`config.mk`:
```
export PLATFORM = sky130hd
export DESIGN_NAME = keysw_io_device
export DESIGN_NICKNAME = d
export VERILOG_FILES = /design/src/rtl/keysw_io_pkg.sv /design/src/rtl/keysw_io_device_debouncer.sv /design/src/rtl/keysw_io_device.sv
export SDC_FILE = /design/constraint.sdc
export NUM_CORES = 1
export LEC_CHECK = 0
export ABC_CLOCK_PERIOD_IN_PS = 30600
export CORE_AREA = 2 2 179 181
export DETAILED_ROUTE_END_ITERATION = 16
export DIE_AREA = 0 0 181 183
export PLACE_DENSITY = 0.69
export SLEW_MARGIN = 20
export SYNTH_ARGS = -nofsm -noshare
export SYNTH_HDL_FRONTEND = slang
export SYNTH_SLANG_ARGS = --single-unit
```
`constraint.sdc`:
```
create_clock -name clk -period 30.6 [get_ports clk]
set_input_delay 7.65 -clock clk [delete_from_list [all_inputs] [get_ports clk]]
set_output_delay 7.65 -clock clk [all_outputs]
set_load 0.02 [all_outputs]
```
`src/rtl/keysw_io_pkg.sv`:
```
// Shared constants, status flag type and helpers for the KEY/SW memory-mapped input device.
package keysw_io_pkg;

  localparam int KEY_W     = 4;
  localparam int SW_W      = 10;
  localparam int READY_BIT = 0;
  localparam int OVR_BIT   = 2;

  localparam logic [31:0] ADDR_KEY   = 32'hF000_0010;
  localparam logic [31:0] ADDR_SW    = 32'hF000_0014;
  localparam logic [31:0] ADDR_KCTRL = 32'hF000_0110;
  localparam logic [31:0] ADDR_SCTRL = 32'hF000_0114;

  typedef struct packed {
    logic ovr;
    logic ready;
  } status_t;

  // A new event always claims ready; overrun is set only if an unread event is being lost.
  function automatic status_t status_next(input status_t cur, input logic change,
                                          input logic data_rd, input logic ovr_clr);
    status_t nxt;
    nxt.ready = change | (cur.ready & ~data_rd);
    nxt.ovr   = (change & cur.ready & ~data_rd) | (cur.ovr & ~ovr_clr);
    return nxt;
  endfunction

  function automatic logic [31:0] ctrl_word(input status_t s);
    logic [31:0] w;
    w            = 32'h0000_0000;
    w[READY_BIT] = s.ready;
    w[OVR_BIT]   = s.ovr;
    return w;
  endfunction

endpackage

```
`src/rtl/keysw_io_device_debouncer.sv`:
```
// Two-flop synchronizer plus per-bit saturating debounce counters and stable register.
module input_debouncer
  import keysw_io_pkg::*;
#(
  parameter int               WIDTH           = 4,
  parameter int               DEBOUNCE_CYCLES = 500000,
  parameter logic [WIDTH-1:0] SYNC_RST        = {WIDTH{1'b0}},
  parameter bit               INVERT          = 1'b0
) (
  input  logic             clk,
  input  logic             reset,
  input  logic [WIDTH-1:0] din,
  output logic [WIDTH-1:0] stable,
  output logic             changed
);

  localparam int CNT_W = (DEBOUNCE_CYCLES > 1) ? $clog2(DEBOUNCE_CYCLES) : 1;
  localparam logic [CNT_W-1:0] CNT_LAST = CNT_W'(DEBOUNCE_CYCLES - 1);
  localparam logic [CNT_W-1:0] CNT_MAX  = {CNT_W{1'b1}};

  logic [WIDTH-1:0] sync1_q, sync1_d;
  logic [WIDTH-1:0] sync2_q, sync2_d;
  logic [WIDTH-1:0] stable_q, stable_d;
  logic [WIDTH-1:0] synced_s;
  logic [WIDTH-1:0] update_s;
  logic [CNT_W-1:0] cnt_q [WIDTH];
  logic [CNT_W-1:0] cnt_d [WIDTH];

  // synchronizer next state and polarity normalisation
  always_comb begin
    sync1_d  = din;
    sync2_d  = sync1_q;
    synced_s = sync2_q ^ {WIDTH{INVERT}};
  end

  // per-bit debounce: count consecutive disagreeing cycles, accept on the last one
  always_comb begin
    stable_d = stable_q;
    update_s = {WIDTH{1'b0}};
    for (int i = 0; i < WIDTH; i++) begin
      cnt_d[i] = cnt_q[i];
      if (synced_s[i] == stable_q[i]) begin
        cnt_d[i] = {CNT_W{1'b0}};
      end else if (cnt_q[i] >= CNT_LAST) begin
        cnt_d[i]    = {CNT_W{1'b0}};
        stable_d[i] = synced_s[i];
        update_s[i] = 1'b1;
      end else if (cnt_q[i] != CNT_MAX) begin
        cnt_d[i] = cnt_q[i] + CNT_W'(1);
      end else begin
        cnt_d[i] = cnt_q[i];
      end
    end
  end

  // state registers
  always_ff @(posedge clk or posedge reset) begin
    if (reset) begin
      sync1_q  <= SYNC_RST;
      sync2_q  <= SYNC_RST;
      stable_q <= {WIDTH{1'b0}};
      for (int i = 0; i < WIDTH; i++) begin
        cnt_q[i] <= {CNT_W{1'b0}};
      end
    end else begin
      sync1_q  <= sync1_d;
      sync2_q  <= sync2_d;
      stable_q <= stable_d;
      for (int i = 0; i < WIDTH; i++) begin
        cnt_q[i] <= cnt_d[i];
      end
    end
  end

  assign stable  = stable_q;
  assign changed = |update_s;

endmodule

```
`src/rtl/keysw_io_device.sv`:
```
// KEY/SW memory-mapped input device: debounced data registers, sticky ready/overrun, read mux.
module keysw_io_device
  import keysw_io_pkg::*;
#(
  parameter int               DBITS           = 32,
  parameter logic [DBITS-1:0] ADDRKEY         = DBITS'(ADDR_KEY),
  parameter logic [DBITS-1:0] ADDRSW          = DBITS'(ADDR_SW),
  parameter logic [DBITS-1:0] ADDRKCTRL       = DBITS'(ADDR_KCTRL),
  parameter logic [DBITS-1:0] ADDRSCTRL       = DBITS'(ADDR_SCTRL),
  parameter int               DEBOUNCE_CYCLES = 500000
) (
  input  logic             clk,
  input  logic             reset,
  input  logic [KEY_W-1:0] key_n,
  input  logic [SW_W-1:0]  sw,
  input  logic [DBITS-1:0] addr,
  input  logic             rd_en,
  input  logic             wr_en,
  input  logic [DBITS-1:0] wdata,
  output logic             sel,
  output logic [DBITS-1:0] rdata
);

  logic [KEY_W-1:0] kstable_s;
  logic [SW_W-1:0]  sstable_s;
  logic             kchanged_s, schanged_s;
  logic             kread_s, sread_s, kclr_s, sclr_s;
  status_t          kstat_q, kstat_d, sstat_q, sstat_d;
  logic             unused_wdata_s;

  input_debouncer #(
    .WIDTH(KEY_W), .DEBOUNCE_CYCLES(DEBOUNCE_CYCLES),
    .SYNC_RST({KEY_W{1'b1}}), .INVERT(1'b1)
  ) u_key_db (
    .clk(clk), .reset(reset), .din(key_n), .stable(kstable_s), .changed(kchanged_s)
  );

  input_debouncer #(
    .WIDTH(SW_W), .DEBOUNCE_CYCLES(DEBOUNCE_CYCLES),
    .SYNC_RST({SW_W{1'b0}}), .INVERT(1'b0)
  ) u_sw_db (
    .clk(clk), .reset(reset), .din(sw), .stable(sstable_s), .changed(schanged_s)
  );

  // bus side effects: data reads consume ready, a written 0 in the overrun bit clears it
  always_comb begin
    kread_s = rd_en & (addr == ADDRKEY);
    sread_s = rd_en & (addr == ADDRSW);
    kclr_s  = wr_en & (addr == ADDRKCTRL) & ~wdata[OVR_BIT];
    sclr_s  = wr_en & (addr == ADDRSCTRL) & ~wdata[OVR_BIT];
    kstat_d = status_next(kstat_q, kchanged_s, kread_s, kclr_s);
    sstat_d = status_next(sstat_q, schanged_s, sread_s, sclr_s);
  end

  // status flag registers
  always_ff @(posedge clk or posedge reset) begin
    if (reset) begin
      kstat_q <= '{ovr: 1'b0, ready: 1'b0};
      sstat_q <= '{ovr: 1'b0, ready: 1'b0};
    end else begin
      kstat_q <= kstat_d;
      sstat_q <= sstat_d;
    end
  end

  // address decode and read mux; CTRL words reflect pre-edge flag values
  always_comb begin
    sel   = 1'b1;
    rdata = {DBITS{1'b0}};
    case (addr)
      ADDRKEY:   rdata = DBITS'(kstable_s);
      ADDRSW:    rdata = DBITS'(sstable_s);
      ADDRKCTRL: rdata = DBITS'(ctrl_word(kstat_q));
      ADDRSCTRL: rdata = DBITS'(ctrl_word(sstat_q));
      default: begin
        sel   = 1'b0;
        rdata = {DBITS{1'b0}};
      end
    endcase
  end

  assign unused_wdata_s = ^{wdata[DBITS-1:OVR_BIT+1], wdata[OVR_BIT-1:0]};

endmodule

```
==> results.toml <==
[clock_network]
cts-hold-fix-buffers = 0
clock_sinks = 312
postCtsSetupRepairBufs = 0
path_clk_slew_ns = 0.06
cts-htree-levels = 2
clockBufferDepth = 3
cts-root-buf = "clkbuf_16"
clk_latency_ns = 0.51
numCtsBuffers = 36
cts_resized = 0
cts_tree = "yes"

[setup_path]
critPathKind = "in2out"
cp_cell_sequence = "clkdlybuf4s50_1 > or4b_1 > nor3_1 > nand4b_2 > nor3_1 > buf_4 > and2_1 > clkdlybuf4s50_1"
reg2regPathDepth = 5
end_kind = "output pin"
critPathMaxFanout = 9
r2r-end = "sstat_q[1]"
cp_data_arrival_time_ns = 10.23
r2r_slack_ns = 27.84
critPathSlowestCell = "clkdlybuf4s50_1"
max_stage_delay_ns = 0.60
cp_data_required_time_ns = 22.95
crit_family = "simple AND/OR/NAND/NOR gates"
cp-start-kind = "input port"
path_buf_inv = 3
r2r-start = "u_sw_db.cnt_q[183]"

[timing]
hold_violations = 0
relSlewSlack = 0.268
setup_violations = 0
slew_violations = 0
worst_slew_pin_slew_ns = 1.08
finalClockSkew_ns = 0.0125
holdWs_ns = 0.350
post-route-period-util = 0.584
min_period_ns = 17.88
rsz0062_at_grt = "no"
setup_tns_ns = 0
fmax_mhz = 55.9

[synthesis]
netlist_area_mm2 = 0.0154
synth_edf_count = 0
synth_seq_cells = 312
synth_flop_cell = "dfrtp_1"
seq_area_frac_synth = 0.508
yosysUniqueCellTypes = 70
yosys_warnings = 0
syn-mean-instance-area_um2 = 9.65
ys_async_sr_fraction = 1.00
synth_cells = 1595

[pwr]
p_comb_frac = 0.038
p_per_area_mw_per_mm2 = 52.1
p_int_mw = 0.719
power_switching_mw = 0.199
leakagePower_nw = 7.29
switching_share = 0.217
p_clk_frac = 0.498
seq_power_share = 0.464
max-vdd-ir-drop_mv = 0.0362

[routing]
via_count = 11644
drc = 0
wl_per_cell_um = 14.5
via_per_inst = 5.56
routed_wl_mm = 30.3
ant_nets = 0
drtIter0Drc = 712
first_pass_iters = 5

[floorplanning]
core_area_mm2 = 0.0312
start_util = 0.493
die_x_um = 181
ioPinCount = 115
dieArea_mm2 = 0.0331
die_h_um = 183
rows = 65

[layout]
n_fill_cell = 2736
syn2layout_area_growth_pct = 14.5
diodes = 0
multi_input_area_mm2 = 0.00723
nets = 1763
seq_area_mm2 = 0.00782
layout-drive-gt1-share = 0.0602
stdcell_count = 2096

[global_route]
grt_pass1_wl_mm = 53.0
grt_max_degree = 197
grt_pass1_vias = 11266
grt-ovfl-total = 0
antenna_found_initial = 1
track_usage = 0.187

[worst_hold_path]
holdPathEnd = "u_sw_db.sync2_q[5]"
min_path_cells = 0
hp-start = "u_sw_db.sync1_q[5]"
min_path_type = "reg2reg"

[outcome]
status = "finished, final reports clean"

[placed_design]
dp_cells = 2030
gp_congestion = 0.799
dpl.hpwl_mm = 20.0
io_buffer_count = 61

[run]
maxCapViolCount = 0
==> cell type report <==
type | instances | area share
well taps | 402 | 0.0285
multi-input cells | 1217 | 0.410
clock buffers | 47 | 0.0580
flip-flops and latches | 312 | 0.443
clock inverters | 18 | 0.0145
repair buffers | 64 | 0.0377
inverters | 36 | 0.00809
==> cells in the mapped netlist, drive strengths merged, types with 8 or more instances <==
library cell | n | share of area
nor2 | 281 | 0.069
mux2i | 8 | 0.0052
nand3 | 99 | 0.033
and2 | 12 | 0.0049
xor2 | 102 | 0.058
nand2b | 11 | 0.0045
nand4 | 72 | 0.030
or4 | 9 | 0.0044
o31ai | 12 | 0.0062
nor4 | 20 | 0.0085
and4 | 26 | 0.015
a41oi | 10 | 0.0057
nand2 | 115 | 0.028
mux2 | 10 | 0.0073
nor2b | 11 | 0.0045
a31oi | 20 | 0.0081
dfrtp | 304 | 0.49
nor3 | 58 | 0.019
xnor2 | 77 | 0.044
or3 | 11 | 0.0045
a21oi | 59 | 0.019
ha | 14 | 0.011
and3 | 31 | 0.013
inv | 36 | 0.0088
buf | 34 | 0.015
a211oi | 28 | 0.014
clkbuf | 17 | 0.0041
o211ai | 9 | 0.0044
dfstp | 8 | 0.014
o21ai | 34 | 0.011
==> kinds of logic (layout without fill, tap and decap cells) <==
logic type / after synthesis / in the layout / share of synthesized area
compound gates: 203 / 203 / 0.0861
simple gates: 779 / 779 / 0.249
other cells: 1 / 22 / 0.000244
flops: 312 / 312 / 0.508
fa+ha+maj: 14 / 14 / 0.0114
xor+xnor: 179 / 179 / 0.102
buf+inv: 87 / 165 / 0.0280
mux: 20 / 20 / 0.0154
==> registers in the layout, summed over array words and instances (netlist names), 4 cells and up <==
name,cells
u_key_db.cnt_q,76
u_key_db.sync2_q,4
u_sw_db.stable,10
u_sw_db.sync2_q,10
u_sw_db.sync1_q,10
u_key_db.sync1_q,4
u_key_db.stable,4
u_sw_db.cnt_q,190
==> layout by cell type (no fill, tap or decap), types with 10 or more instances in the layout <==
cell             instances
a211oi_1                26
a21oi_1                 59
a31oi_1                 20
a41oi_1                 10
and2_1                  12
and3_1                  31
and4_1                  25
clkbuf_16               37
clkdlybuf4s50_1         61
conb_1                  22
dfrtp_1                304
ha_1                    14
inv_1                   35
mux2_2                  10
nand2_1                114
nand2b_1                11
nand3_1                 98
nand4_1                 70
nor2_1                 281
nor2b_1                 11
nor3_1                  57
nor4_1                  19
o21ai_0                 33
o31ai_1                 11
or3_1                   11
xnor2_1                 77
xor2_1                 102
==> how the worst max path moves through the flow <==
stage / startpoint / slack [ns] / cells past startpoint / endpoint
floorplan: addr[0] / 13.83 / 5 / rdata[4]
finish: addr[0] / 12.72 / 8 / rdata[8]
detailed placement: addr[0] / 12.71 / 8 / rdata[8]
global placement: addr[0] / 12.68 / 8 / rdata[8]
CTS: addr[0] / 12.69 / 8 / rdata[8]
global route: addr[0] / 12.55 / 8 / rdata[9]
==> per-stage QoR <==
| stage | power (mW) | cell area, um^2 | utilization | setup slack, ns |
|---|---|---|---|---|
| 4_1_cts | 0.930 | 17600 | 0.564 | 12.69 |
| 5_1_grt | 0.953 | 17600 | 0.565 | 12.55 |
| 3_5_place_dp | 0.468 | 16300 | 0.523 | 12.71 |
| 6_report | 0.918 | 17600 | 0.565 | 12.72 |
| 3_3_place_gp | 0.468 | 16300 | 0.523 | 12.68 |
| 2_1_floorplan | 0.457 | 15500 | - | 13.83 |
==> layer usage <==
| layer | up-vias | routed length (um) | global-route usage |
|---|---|---|---|
| li1 | 5775 | - | - |
| met1 | 5693 | 14400 | 0.255 |
| met2 | 133 | 14400 | 0.317 |
| met3 | 43 | 905 | 0.0270 |
| met4 | 0 | 585 | 0.0488 |
| met5 | - | 0 | 0 |
==> power groups by stage <==
stage,clock [mW],combinational (mW),sequential [mW]
floorplan,0,0.0255,0.432
detailed placement,0,0.0353,0.433
global placement,0,0.0349,0.433
global route,0.486,0.0400,0.427
CTS,0.469,0.0356,0.426
finish,0.457,0.0349,0.426
Note: power is estimated with default switching activity, not from simulation.
==> RTL change: new RTL, same flow settings <==
Reset style: synchronous (`reset`), changed in 2 clocked blocks.
--- a/src/rtl/keysw_io_device_debouncer.sv
+++ b/src/rtl/keysw_io_device_debouncer.sv
@@ -55,5 +55,5 @@
 
   // state registers
-  always_ff @(posedge clk or posedge reset) begin
+  always_ff @(posedge clk) begin
     if (reset) begin
       sync1_q  <= SYNC_RST;
--- a/src/rtl/keysw_io_device.sv
+++ b/src/rtl/keysw_io_device.sv
@@ -54,5 +54,5 @@
 
   // status flag registers
-  always_ff @(posedge clk or posedge reset) begin
+  always_ff @(posedge clk) begin
     if (reset) begin
       kstat_q <= '{ovr: 1'b0, ready: 1'b0};
Check against the original RTL: same outputs for any inputs over 4 cycles, from zero or initial values and one cycle with reset high; that may be too few to reach the edited logic, so the function may still have changed.
==> RTL change against the original RTL <==
- area after synthesis is 7.1% lower
- largest cell class is now multi-input combinational cells
- sequential cell count unchanged
- cell area is 7.5% lower
- critical endpoint is now rdata[6]
- worst setup slack improved by 0.039 ns
- hold slack gained 0.086 ns
- sequential power decreased by 4%
- power shrank 7.2%
- routed wire length down 6.9%
==> RTL change: results (changes against the original RTL) <==
status: "completed"  # unchanged
fin_worst_skew_ns: 0.01757  # was 0.01250 ns
r2r_start: "u_sw_db.cnt_q[0][66]$_SDFFE_PP0P_"  # was u_sw_db.cnt_q[183]$_DFFE_PP0P_
postSynthAreaPerCell_um2: 8.402  # was 9.653 um^2
grt_pass1_wl_um: 49180  # was 53,030 um
yosysUniqueCellTypes: 58  # was 70
p_comb_mw: 0.0177  # was 0.0349 mW
holdWs_ns: 0.4355  # was 0.3495 ns
crit_end: "rdata[6]"  # was rdata[8]
wirelength_um: 28190  # was 30,290 um
ff_latch_area_um2: 6246  # was 7818 um^2
critPathLaunch: "addr[31]"  # was addr[0]
slew_headroom: 0.4645  # was 0.2684
grtUsageTotal: 0.1713  # was 0.1873
cpLargestDelayFamily: "buffers and inverters"  # was simple AND/OR/NAND/NOR gates
place_area_um2: 15140  # was 16,330 um^2
leakagePower_nw: 5.384  # was 7.291 nW
min_from: "u_sw_db.sync1_q[6]$_SDFF_PP0_"  # was u_sw_db.sync1_q[5]$_DFF_PP0_
nets: 1851  # was 1,763
rrSetupSlack_ns: 27.92  # was 27.84 ns
first_global_vias: 10910  # was 11,270
synth_commonest_cells: "312 x dfxtp_1, 310 x nor2_1, 138 x nand2_1, 127 x xor2_1, 104 x nand3_1"  # was 304 x dfrtp_1, 281 x nor2_1, 114 x nand2_1, 102 x xor2_1, 98 x nand3_1
routed-wl-met2_um: 12720  # was 14,410 um
p_seq_mw: 0.410  # was 0.426 mW
drive_gt1_frac: 0.04553  # was 0.06021
rr_worst_depth: 6  # was 5
arrival_ns: 10.19  # was 10.23 ns
ys_async_sr_fraction: 0  # was 1.000
via_per_inst: 5.321  # was 5.555
internal_power_mw: 0.6786  # was 0.7194 mW
grt_max_degree: 58  # was 197
use_met3: 0.02780  # was 0.02701
cts_buffers: 34  # was 36
wl_met1_um: 13700  # was 14,390 um
met3_length_um: 1177  # was 905 um
synthTopCellsByArea: "dfxtp_1 44%, nor2_1 8.1%, xor2_1 7.8%, xnor2_1 4.5%, nand3_1 3.6%"  # was dfrtp_1 49%, nor2_1 6.9%, xor2_1 5.8%, xnor2_1 4.4%, nand3_1 3.2%
period_minus_slack_ns: 17.84  # was 17.88 ns
fillers: 2910  # was 2,736
dr_total_vias: 11610  # was 11,640
regToRegEndpoint: "u_sw_db.cnt_q[0][73]$_SDFFE_PP0P_"  # was sstat_q[1]$_DFF_PP0_
combPwrFrac: 0.021  # was 0.038
[RTL change: changes by cell type after synthesis, moves of 21 or more]
cell	delta
dfrtp_1	-304
dfxtp_1	+312
nand2_1	+24
nor2_1	+29
or3_1	+21
xor2_1	+25
[RTL change: final cells by class]
class                   instances  share of cell area
repair buffers                 63             0.03804
flip-flops and latches        312              0.3829
well taps                     402             0.03083
diodes                          1           0.0001534
clock buffers                  43             0.05798
multi-input cells            1313              0.4694
inverters                      31            0.007132
clock inverters                17             0.01365
[RTL change: cell families (layout without fill, tap and decap cells)]
kind of cell             count (synthesis)  in the layout  share of synthesized area
AND/OR/NAND/NOR                        867            867                     0.2950
flip-flops                             312            312                     0.4368
XOR/XNOR                               201            201                     0.1231
AO/OA/AOI/OAI                          186            186                    0.08085
buffers and inverters                   98            154                    0.03395
multiplexers                            23             23                    0.01785
adder cells (fa/ha/maj)                 14             14                    0.01225
other                                    1             23                  0.0002622
